===== src/rtl/dmem_lsu_port.sv =====
`default_nettype none
// ============================================================================
// Module   : dmem_lsu_port
// Purpose  : LSU-side controller for a 16x32 1W/1R SRAM. Handles byte-lane
//            formatting, load extraction and post-reset zero fill.
// Revision : 1.0  initial release
// ============================================================================
module dmem_lsu_port #(
    parameter int DATA_WIDTH = 32,
    parameter int ADDR_WIDTH = 4,
    parameter int NUM_WMASKS = 4,
    parameter int TAG_WIDTH  = 4,
    parameter int RESP_DEPTH = 4,
    parameter int INIT_EN    = 1
) (
    input  logic                  clk,
    input  logic                  rst,
    input  logic                  ld_valid,
    output logic                  ld_ready,
    input  logic [ADDR_WIDTH+1:0] ld_addr,
    input  logic [1:0]            ld_size,
    input  logic                  ld_signed,
    input  logic [TAG_WIDTH-1:0]  ld_tag,
    input  logic                  st_valid,
    output logic                  st_ready,
    input  logic [ADDR_WIDTH+1:0] st_addr,
    input  logic [1:0]            st_size,
    input  logic [DATA_WIDTH-1:0] st_data,
    output logic                  resp_valid,
    input  logic                  resp_ready,
    output logic [DATA_WIDTH-1:0] resp_data,
    output logic [TAG_WIDTH-1:0]  resp_tag,
    output logic                  resp_err,
    output logic                  st_err,
    output logic                  init_done,
    output logic                  mem_csb0,
    output logic [NUM_WMASKS-1:0] mem_wmask0,
    output logic [ADDR_WIDTH-1:0] mem_addr0,
    output logic [DATA_WIDTH-1:0] mem_din0,
    output logic                  mem_csb1,
    output logic [ADDR_WIDTH-1:0] mem_addr1,
    input  logic [DATA_WIDTH-1:0] mem_dout1
);
    localparam int PTR_W = (RESP_DEPTH > 1) ? $clog2(RESP_DEPTH) : 1;
    localparam int FCNT_W = $clog2(RESP_DEPTH + 1);
    localparam int OUT_W = $clog2(RESP_DEPTH + 3);
    localparam logic [ADDR_WIDTH-1:0] LAST_WORD = '1;

    typedef enum logic [0:0] {ST_INIT = 1'b0, ST_RUN = 1'b1} state_e;

    state_e                 state_q, state_d;
    logic [ADDR_WIDTH-1:0]  init_cnt_q, init_cnt_d;
    logic                   init_done_q;
    logic                   csb0_q, csb0_d, csb1_q, csb1_d;
    logic [NUM_WMASKS-1:0]  wmask0_q, wmask0_d;
    logic [ADDR_WIDTH-1:0]  addr0_q, addr0_d, addr1_q, addr1_d;
    logic [DATA_WIDTH-1:0]  din0_q, din0_d;
    logic                   st_err_q, st_err_d;

    logic                   s1_valid_q, s1_err_q, s1_signed_q;
    logic [1:0]             s1_off_q, s1_size_q;
    logic [TAG_WIDTH-1:0]   s1_tag_q;
    logic                   s2_valid_q, s2_err_q, s2_signed_q;
    logic [1:0]             s2_off_q, s2_size_q;
    logic [TAG_WIDTH-1:0]   s2_tag_q;

    logic [DATA_WIDTH-1:0]  fifo_data_q [RESP_DEPTH];
    logic [TAG_WIDTH-1:0]   fifo_tag_q  [RESP_DEPTH];
    logic                   fifo_err_q  [RESP_DEPTH];
    logic [PTR_W-1:0]       rd_ptr_q, wr_ptr_q;
    logic [FCNT_W-1:0]      fifo_cnt_q;

    logic                   ld_ok, st_ok, ld_fire, st_fire, conflict, push, pop;
    logic [OUT_W-1:0]       outstanding;
    logic [NUM_WMASKS-1:0]  st_wmask;
    logic [DATA_WIDTH-1:0]  st_lane, ld_result;
    logic [7:0]             ld_byte;
    logic [15:0]            ld_half;

    function automatic logic size_ok(input logic [1:0] size, input logic [1:0] off);
        case (size)
            2'b00:   size_ok = 1'b1;
            2'b01:   size_ok = ~off[0];
            2'b10:   size_ok = (off == 2'b00);
            default: size_ok = 1'b0;
        endcase
    endfunction

    function automatic logic [PTR_W-1:0] ptr_inc(input logic [PTR_W-1:0] p);
        ptr_inc = (p == PTR_W'(RESP_DEPTH - 1)) ? '0 : p + PTR_W'(1);
    endfunction

    assign ld_ok       = size_ok(ld_size, ld_addr[1:0]);
    assign st_ok       = size_ok(st_size, st_addr[1:0]);
    assign conflict    = ld_valid && st_valid
                         && (ld_addr[ADDR_WIDTH+1:2] == st_addr[ADDR_WIDTH+1:2]);
    // A response popped this cycle does not free its credit until next cycle.
    assign outstanding = OUT_W'(s1_valid_q) + OUT_W'(s2_valid_q) + OUT_W'(fifo_cnt_q);
    assign ld_ready    = init_done_q && (outstanding < OUT_W'(RESP_DEPTH)) && !conflict;
    assign st_ready    = init_done_q;
    assign ld_fire     = ld_valid && ld_ready;
    assign st_fire     = st_valid && st_ready;

    always_comb begin
        st_wmask = '1;
        st_lane  = st_data;
        case (st_size)
            2'b00: begin
                st_wmask = NUM_WMASKS'(1) << st_addr[1:0];
                st_lane  = {4{st_data[7:0]}};
            end
            2'b01: begin
                st_wmask = st_addr[1] ? NUM_WMASKS'(4'b1100) : NUM_WMASKS'(4'b0011);
                st_lane  = {2{st_data[15:0]}};
            end
            default: ;
        endcase
    end

    always_comb begin
        state_d    = state_q;
        init_cnt_d = init_cnt_q;
        csb0_d     = 1'b1;
        wmask0_d   = wmask0_q;
        addr0_d    = addr0_q;
        din0_d     = din0_q;
        csb1_d     = 1'b1;
        addr1_d    = addr1_q;
        st_err_d   = 1'b0;
        case (state_q)
            ST_INIT: begin
                csb0_d     = 1'b0;
                wmask0_d   = '1;
                addr0_d    = init_cnt_q;
                din0_d     = '0;
                init_cnt_d = init_cnt_q + ADDR_WIDTH'(1);
                if (init_cnt_q == LAST_WORD) begin
                    state_d = ST_RUN;
                end
            end
            ST_RUN: begin
                if (st_fire) begin
                    if (st_ok) begin
                        csb0_d   = 1'b0;
                        wmask0_d = st_wmask;
                        addr0_d  = st_addr[ADDR_WIDTH+1:2];
                        din0_d   = st_lane;
                    end else begin
                        st_err_d = 1'b1;
                    end
                end
                if (ld_fire && ld_ok) begin
                    csb1_d  = 1'b0;
                    addr1_d = ld_addr[ADDR_WIDTH+1:2];
                end
            end
            default: state_d = ST_INIT;
        endcase
    end

    always_ff @(posedge clk) begin
        if (rst) begin
            state_q     <= (INIT_EN != 0) ? ST_INIT : ST_RUN;
            init_cnt_q  <= '0;
            init_done_q <= 1'b0;
            csb0_q      <= 1'b1;
            wmask0_q    <= '0;
            addr0_q     <= '0;
            din0_q      <= '0;
            csb1_q      <= 1'b1;
            addr1_q     <= '0;
            st_err_q    <= 1'b0;
        end else begin
            state_q     <= state_d;
            init_cnt_q  <= init_cnt_d;
            init_done_q <= (state_q == ST_RUN);
            csb0_q      <= csb0_d;
            wmask0_q    <= wmask0_d;
            addr0_q     <= addr0_d;
            din0_q      <= din0_d;
            csb1_q      <= csb1_d;
            addr1_q     <= addr1_d;
            st_err_q    <= st_err_d;
        end
    end

    // Stage 1 covers the SRAM address phase, stage 2 the data phase.
    always_ff @(posedge clk) begin
        if (rst) begin
            s1_valid_q <= 1'b0;
            s2_valid_q <= 1'b0;
        end else begin
            s1_valid_q <= ld_fire;
            s2_valid_q <= s1_valid_q;
        end
        s1_err_q    <= ~ld_ok;
        s1_signed_q <= ld_signed;
        s1_off_q    <= ld_addr[1:0];
        s1_size_q   <= ld_size;
        s1_tag_q    <= ld_tag;
        s2_err_q    <= s1_err_q;
        s2_signed_q <= s1_signed_q;
        s2_off_q    <= s1_off_q;
        s2_size_q   <= s1_size_q;
        s2_tag_q    <= s1_tag_q;
    end

    always_comb begin
        ld_byte = mem_dout1[{s2_off_q, 3'b000} +: 8];
        ld_half = s2_off_q[1] ? mem_dout1[31:16] : mem_dout1[15:0];
        case (s2_size_q)
            2'b00:   ld_result = {{24{s2_signed_q & ld_byte[7]}}, ld_byte};
            2'b01:   ld_result = {{16{s2_signed_q & ld_half[15]}}, ld_half};
            default: ld_result = mem_dout1;
        endcase
        if (s2_err_q) begin
            ld_result = '0;
        end
    end

    assign push = s2_valid_q;
    assign pop  = resp_valid && resp_ready;

    always_ff @(posedge clk) begin
        if (push) begin
            fifo_data_q[wr_ptr_q] <= ld_result;
            fifo_tag_q[wr_ptr_q]  <= s2_tag_q;
            fifo_err_q[wr_ptr_q]  <= s2_err_q;
        end
    end

    always_ff @(posedge clk) begin
        if (rst) begin
            rd_ptr_q   <= '0;
            wr_ptr_q   <= '0;
            fifo_cnt_q <= '0;
        end else begin
            if (push) begin
                wr_ptr_q <= ptr_inc(wr_ptr_q);
            end
            if (pop) begin
                rd_ptr_q <= ptr_inc(rd_ptr_q);
            end
            case ({push, pop})
                2'b10:   fifo_cnt_q <= fifo_cnt_q + FCNT_W'(1);
                2'b01:   fifo_cnt_q <= fifo_cnt_q - FCNT_W'(1);
                default: fifo_cnt_q <= fifo_cnt_q;
            endcase
        end
    end

    assign resp_valid = (fifo_cnt_q != '0);
    assign resp_data  = fifo_data_q[rd_ptr_q];
    assign resp_tag   = fifo_tag_q[rd_ptr_q];
    assign resp_err   = fifo_err_q[rd_ptr_q];
    assign st_err     = st_err_q;
    assign init_done  = init_done_q;
    assign mem_csb0   = csb0_q;
    assign mem_wmask0 = wmask0_q;
    assign mem_addr0  = addr0_q;
    assign mem_din0   = din0_q;
    assign mem_csb1   = csb1_q;
    assign mem_addr1  = addr1_q;

endmodule
`default_nettype wire


===== config.mk =====
export PLATFORM = sky130hd
export DESIGN_NAME = dmem_lsu_port
export DESIGN_NICKNAME = d
export VERILOG_FILES = /design/src/rtl/dmem_lsu_port.sv
export SDC_FILE = /design/constraint.sdc
export NUM_CORES = 1
export LEC_CHECK = 0
export ABC_AREA = 0
export CORE_ASPECT_RATIO = 2
export CORE_UTILIZATION = 47
export CTS_BUF_LIST = sky130_fd_sc_hd__clkbuf_16
export DETAILED_ROUTE_END_ITERATION = 12
export PLACE_DENSITY = 0.76
export SYNTH_ARGS = -nofsm -noshare
export SYNTH_HDL_FRONTEND = slang
export SYNTH_SLANG_ARGS = --single-unit

===== constraint.sdc =====
create_clock -name clk -period 1.76 [get_ports clk]
set_input_delay 0.176 -clock clk [delete_from_list [all_inputs] [get_ports clk]]
set_output_delay 0.176 -clock clk [all_outputs]
set_load 0.005 [all_outputs]

### Word level (Yosys, flattened, before mapping)

Memory sizes are Yosys's and may differ from the RTL's. A register that Yosys moved wholly into a read port is not among the register bits.
Cells that the tools add are included.

| cells by class | value |
|---|---|
| add/subtract/negate cells | 7 |
| $lt $le $gt $ge | 1 |
| equality and inequality tests | 13 |
| shifts and indexed selects | 2 |
| multiplexer cells | 34 |
| bitwise logic cells | 7 |
| reduce and logical (&&, ||, !) cells | 20 |

Operators with widths:

| cell | count |
|---|---|
| $pmux 32 s2 | 3 |
| $mux 32 | 3 |
| $shiftx 32x6->8 | 1 |
| $pmux 4 s2 | 3 |
| $mux 4 | 5 |
| $mux 16 | 1 |
| $mux 2 | 8 |
| $eq 2x2->1 const B | 5 |
| $logic_not 2->1 | 5 |
| $eq 2x1->1 const B | 4 |
| $logic_and 1x1->1 | 8 |
| $mux 1 | 7 |
| $pmux 1 s3 | 2 |
| $pmux 3 s2 | 1 |
| $not 1->1 | 5 |
| $add 2x1->2 const B | 2 |
| $add 4x1->4 const B | 1 |
| $eq 4x4->1 | 1 |
| $eq 4x4->1 const B | 1 |
| $ne 2x1->1 const B | 2 |
| $reduce_and 2->1 | 2 |
| $shl 1x2->4 const A | 1 |
| $add 2x3->3 | 1 |
| $add 3x1->3 const B | 1 |
| 10 further kinds | 11 |

| word-level totals | value |
|---|---|
| bits in registers | 82 |
| RAM bits | 148 |
| input bits | 90 |
| output and inout bits | 88 |
| logic and storage cells | 112 |
| memories kept | 3 |

Memory list:

| memory | depth | bits a word | read ports | clocked after memory_dff | wr ports | RTL line | source |
|---|---|---|---|---|---|---|---|
| fifo_data_q | 4 | 32 | 1 | 1 | 1 | 67 | `logic [DATA_WIDTH-1:0] fifo_data_q [RESP_DEPTH];` |
| fifo_tag_q | 4 | 4 | 1 | 1 | 1 | 68 | `logic [TAG_WIDTH-1:0] fifo_tag_q [RESP_DEPTH];` |
| fifo_err_q | 4 | 1 | 1 | 1 | 1 | 69 | `logic fifo_err_q [RESP_DEPTH];` |

### Longest topological paths before layout

| depth | value |
|---|---|
| word-level depth | 8 |
| depth in mapped cells | 9 |
| depth with buffers taken out | 9 |

### Least setup slack after synthesis

OpenSTA, ideal clock, no wires.

| timing path | value |
|---|---|
| path kind | reg-to-reg |
| start | register fifo_cnt_q[1] |
| end | register fifo_cnt_q[2] |
| library setup time | 71 ps |
| data arrival time | 1811 ps |
| data required time | 1689 ps |
| path slack | -122 ps |
| cell stages (with the launch flop) | 10 |
| clock period less this slack | 1882 ps |
| cells stage by stage | dfxtp_1 or3_1 nand2_1 inv_1 ha_1 inv_1 fa_1 xor2_1 or3_1 a21oi_1 |

| on the way | value |
|---|---|
| longest elaborated chain between the ends | 4 |

RTL lines:

| what | RTL line | source |
|---|---|---|
| from (decl) | 71 | `logic [FCNT_W-1:0] fifo_cnt_q;` |
| from (signal assigned) | 245 | `2'b10: fifo_cnt_q <= fifo_cnt_q + FCNT_W'(1);` |
| from (signal assigned) | 246 | `2'b01: fifo_cnt_q <= fifo_cnt_q - FCNT_W'(1);` |
| from (signal assigned) | 247 | `default: fifo_cnt_q <= fifo_cnt_q;` |
| $reduce_bool 3->1 * | 252 | `assign resp_valid = (fifo_cnt_q != '0);` |
| named net resp_valid | 29 | `output logic resp_valid,` |
| $logic_and 1x1->1 * | 222 | `assign pop = resp_valid && resp_ready;` |
| $eq 2x1->1 or $eq 2x2->1 (tied branches) | 244 | `case ({push, pop})` |
| $pmux 3 s2 or $reduce_bool 2->1 (tied branches) | n/a |  |

The timed path passes the listed nets; every way through them passes the cells marked *.
A chain may end at the register's enable or synchronous reset.

==> flow_metrics.env <==
export IMPL_status="finished with violations"
export IMPL_violations="negative setup slack"
export IMPL_start_util_pct=48.0
export IMPL_routed_via_density=5.41
export IMPL_fin_crit_ns=2.06
export IMPL_first_iter_violations=309
export IMPL_ys_flop_type="edfxtp_1"
export IMPL_hold_path_class="in2reg"
export IMPL_synth_seq_area_share_pct=66.2
export IMPL_numPortBuffers=177
export IMPL_clock_latency_ns=0.50
export IMPL_yosys_warnings=0
export IMPL_synth_xor_area_share_pct=0.568
export IMPL_cts_buffer_depth=3
export IMPL_htree_levels=1
export IMPL_grt_use_met1_pct=22.8
export IMPL_grt_pass1_wl_um=35700
export IMPL_p_per_area_nw_per_um2=865
export IMPL_synth_edff_count=148
export IMPL_finalSetupTns_ns=-10.05
export IMPL_ios=178
export IMPL_clkSlewWorstSetupHoldPaths_ns=0.07
export IMPL_clock_sinks=232
export IMPL_fmax_mhz=486
export IMPL_cts_tree="built"
export IMPL_die_area_um2=20300
export IMPL_grt_use_met2_pct=44.9
export IMPL_antenna_cells=0
export IMPL_critPathSlowestCell="mux4_2"
export IMPL_numPlacedInstances=1109
export IMPL_grt_ovfl_total=0
export IMPL_synth_top_family_by_area="multiplexers"
export IMPL_synth_async_reset_ratio_pct=0
export IMPL_synthesis_nets=746
export IMPL_whs_path_depth=1
export IMPL_yosys_area_share_simple_pct=7.57
export IMPL_hpwl_um=15900
export IMPL_clock_skew_ns=0.00911
export IMPL_reg2reg_to="fifo_cnt_q[2]$_SDFFE_PP0P_"
export IMPL_final_area_um2=12800
export IMPL_slew_limit_headroom_pct=56.0
export IMPL_place_area_um2=11700
export IMPL_drc=0
export IMPL_crit_buf_inv=4
export IMPL_avgRoutedWirePerCell_um=19.7
export IMPL_setup_violations=53
export IMPL_root_buffer="clkbuf_16"
export IMPL_syn_area_per_cell_um2=14.3
export IMPL_grt_pass1_vias=6808
export IMPL_cp_start_kind="register"
export IMPL_drt_first_pass_iters=7
export IMPL_die_w_um=101
export IMPL_drive_above_1_share_pct=27.8
export IMPL_worstPathMaxFanout=6
export IMPL_grt_max_degree=38
export IMPL_cts_hold_buffers=0
export IMPL_ff2ff_setup_slack_ns=-0.15
export IMPL_rows=72
export IMPL_nNetsFinal=995
export IMPL_hold_slack_ns=0.126
export IMPL_yosysUniqueCellTypes=52
export IMPL_synth_fa_ha_area_share_pct=1.30
export IMPL_whs_endpoint="s1_tag_q[1]$_DFF_P_"
export IMPL_cp_arrival_ns=1.88
export IMPL_mostFrequentLayoutCell="edfxtp_1"
export IMPL_rsz0062_at_grt="true"
export IMPL_cap_violations=0
export IMPL_critPathTopFamily="multiplexers"
export IMPL_p_leak_nw=4.64
export IMPL_die_height_um=200
export IMPL_antenna_found_initial=0
export IMPL_netlist_area_um2=9250
export IMPL_min_period_over_period_pct=117
export IMPL_synthToLayoutAreaGrowth_pct=38.2
export IMPL_power_mw=11.1
export IMPL_final_core_util_pct=66.3
export IMPL_cts_buffers_inserted=20
export IMPL_hold_viol_final=0
export IMPL_cp_required_ns=1.58
export IMPL_r2r_start="fifo_cnt_q[0]$_SDFFE_PP0P_"
export IMPL_ir_worst_vdd_mv=0.755
export IMPL_rr_worst_depth=10
export IMPL_busiest_layer="met2"
export IMPL_cpPeakStageDelay_ns=0.52
export IMPL_gp_routability_congestion=0.919
export IMPL_cp_cell_sequence="buf_4, buf_12, buf_6, mux4_2, buf_2"
export IMPL_synth_cells=647
export IMPL_synth_seq_cells=232
export IMPL_timing_final_ws_setup_ns=-0.297
export IMPL_wl_um=23100
export IMPL_stdcell_count=1168
export IMPL_muxShareOfSynthArea_pct=12.1
export IMPL_min_from="ld_tag[1]"
export IMPL_core_um2=19300
export IMPL_worstMarginPinSlew_ns=0.658
export IMPL_crit_type="reg2out"
export IMPL_vias=6323
export IMPL_use_met3_pct=4.67
export IMPL_critPathCaptureType="output port"
export IMPL_gr_usage_all_layers_pct=23.3
export IMPL_final_cell_mix="edfxtp_1, clkdlybuf4s50_1, dfxtp_1"
export IMPL_synth_compound_area_share_pct=9.28
export IMPL_slew_violations=0
export IMPL_postRouteAntennaNets=0
export IMPL_dpl_worst_slack_ns=-0.341
-- cells by family after synthesis --
| logic type | count (synthesis) |
|---|---|
| AOI/OAI and AO/OA | 119 |
| xor gates and xnor gates | 6 |
| adders and majority gates | 9 |
| buffers and inverters | 61 |
| DFF | 232 |
| muxes | 64 |
| and+or+nand+nor | 156 |
-- per-layer routing --
| layer | wire [um] | vias up |
|---|---|---|
| met1 | 7540 | 3076 |
| li1 | - | 2914 |
| met2 | 12900 | 270 |
| met5 | 0 | - |
| met3 | 1540 | 63 |
| met4 | 1060 | 0 |
-- flip-flops by register name (all words and copies together), names as in the netlist, 2 cells and up, named ones only --
register and cells:
fifo_tag_q 16, s1_off_q 2, fifo_cnt_q 3, init_cnt_q 4, mem_addr0 4, wr_ptr_q 2, rd_ptr_q 2, mem_din0 32
s1_tag_q 4, fifo_err_q 4, mem_addr1 4, s2_size_q 2, mem_wmask0 4, s2_off_q 2, fifo_data_q 128, s2_tag_q 4
s1_size_q 2
-- timing repair --
item | 4_1_cts | 5_1_grt
setup endpoints to repair | 215 | 168
cloned | 3 | 1
buffers inserted | 18 | 12
pin swaps | 5 | 8
resized for setup | 200 | 37
-- report_power, final --
| part | leakage [nW] | total [mW] | switching, mW | internal (mW) |
|---|---|---|---|---|
| clock network | 0.337 | 4.44 | 1.95 | 2.49 |
| registers | 2.04 | 5.87 | 0.0360 | 5.84 |
| logic | 2.26 | 0.749 | 0.345 | 0.404 |
-- worst register-to-register path, delay by kind of cell (launching register included) --
family,cells,cell delay (ns)
DFF,1,0.36
and+or+nand+nor,3,0.75
xor gates and xnor gates,1,0.08
adders and majority gates,2,0.33
AOI/OAI and AO/OA,1,0.12
buffers and inverters,3,0.20
-- cells in the mapped netlist (2+ instances only) --
cell	number	area, um2
and2_1	5	31.3
a211oi_1	5	37.5
ha_1	8	100
nor2b_1	11	68.8
a2111oi_0	2	17.5
inv_1	23	86.3
a31oi_1	4	25.0
a21o_1	18	135
nor2_1	40	150
mux4_2	38	856
xnor2_1	2	17.5
nand2_1	74	278
buf_6	4	45.0
buf_2	12	60.1
dfxtp_1	84	1680
a21oi_1	23	115
o22ai_1	2	12.5
o21bai_1	3	22.5
or3_1	2	12.5
xor2_1	4	35.0
clkbuf_1	20	75.1
edfxtp_1	148	4440
nand2b_1	10	62.6
a222oi_1	8	80.1
a221oi_1	8	70.1
mux2_2	2	22.5
nor3_1	4	20.0
mux2i_1	24	240
a311oi_2	5	75.1
o21ai_0	32	160
-- how the worst max path moves through the flow --
| stage | startpoint | end | slack (ns) | cells past startpoint |
|---|---|---|---|---|
| after floorplan | fifo_cnt_q[2]$_SDFFE_PP0P_ | fifo_cnt_q[2]$_SDFFE_PP0P_ | -0.05 | 9 |
| after global placement | resp_ready | fifo_cnt_q[2]$_SDFFE_PP0P_ | -0.26 | 9 |
| after detailed placement | resp_ready | fifo_cnt_q[2]$_SDFFE_PP0P_ | -0.34 | 9 |
| after CTS | register | resp_data[0] | -0.39 | 5 |
| after global routing | register | resp_data[31] | -0.36 | 5 |
| final | register | resp_data[13] | -0.30 | 5 |
-- cell type report --
type / count / area (um2)
fill: 1402 / 6490
multi-input combinational: 354 / 3020
sequential: 232 / 6140
inverter: 23 / 88.8
timing repair buffer: 265 / 2540
clock buffer: 21 / 526
tap: 259 / 324
clock inverter: 14 / 138
(Power assumes the default switching activity.)
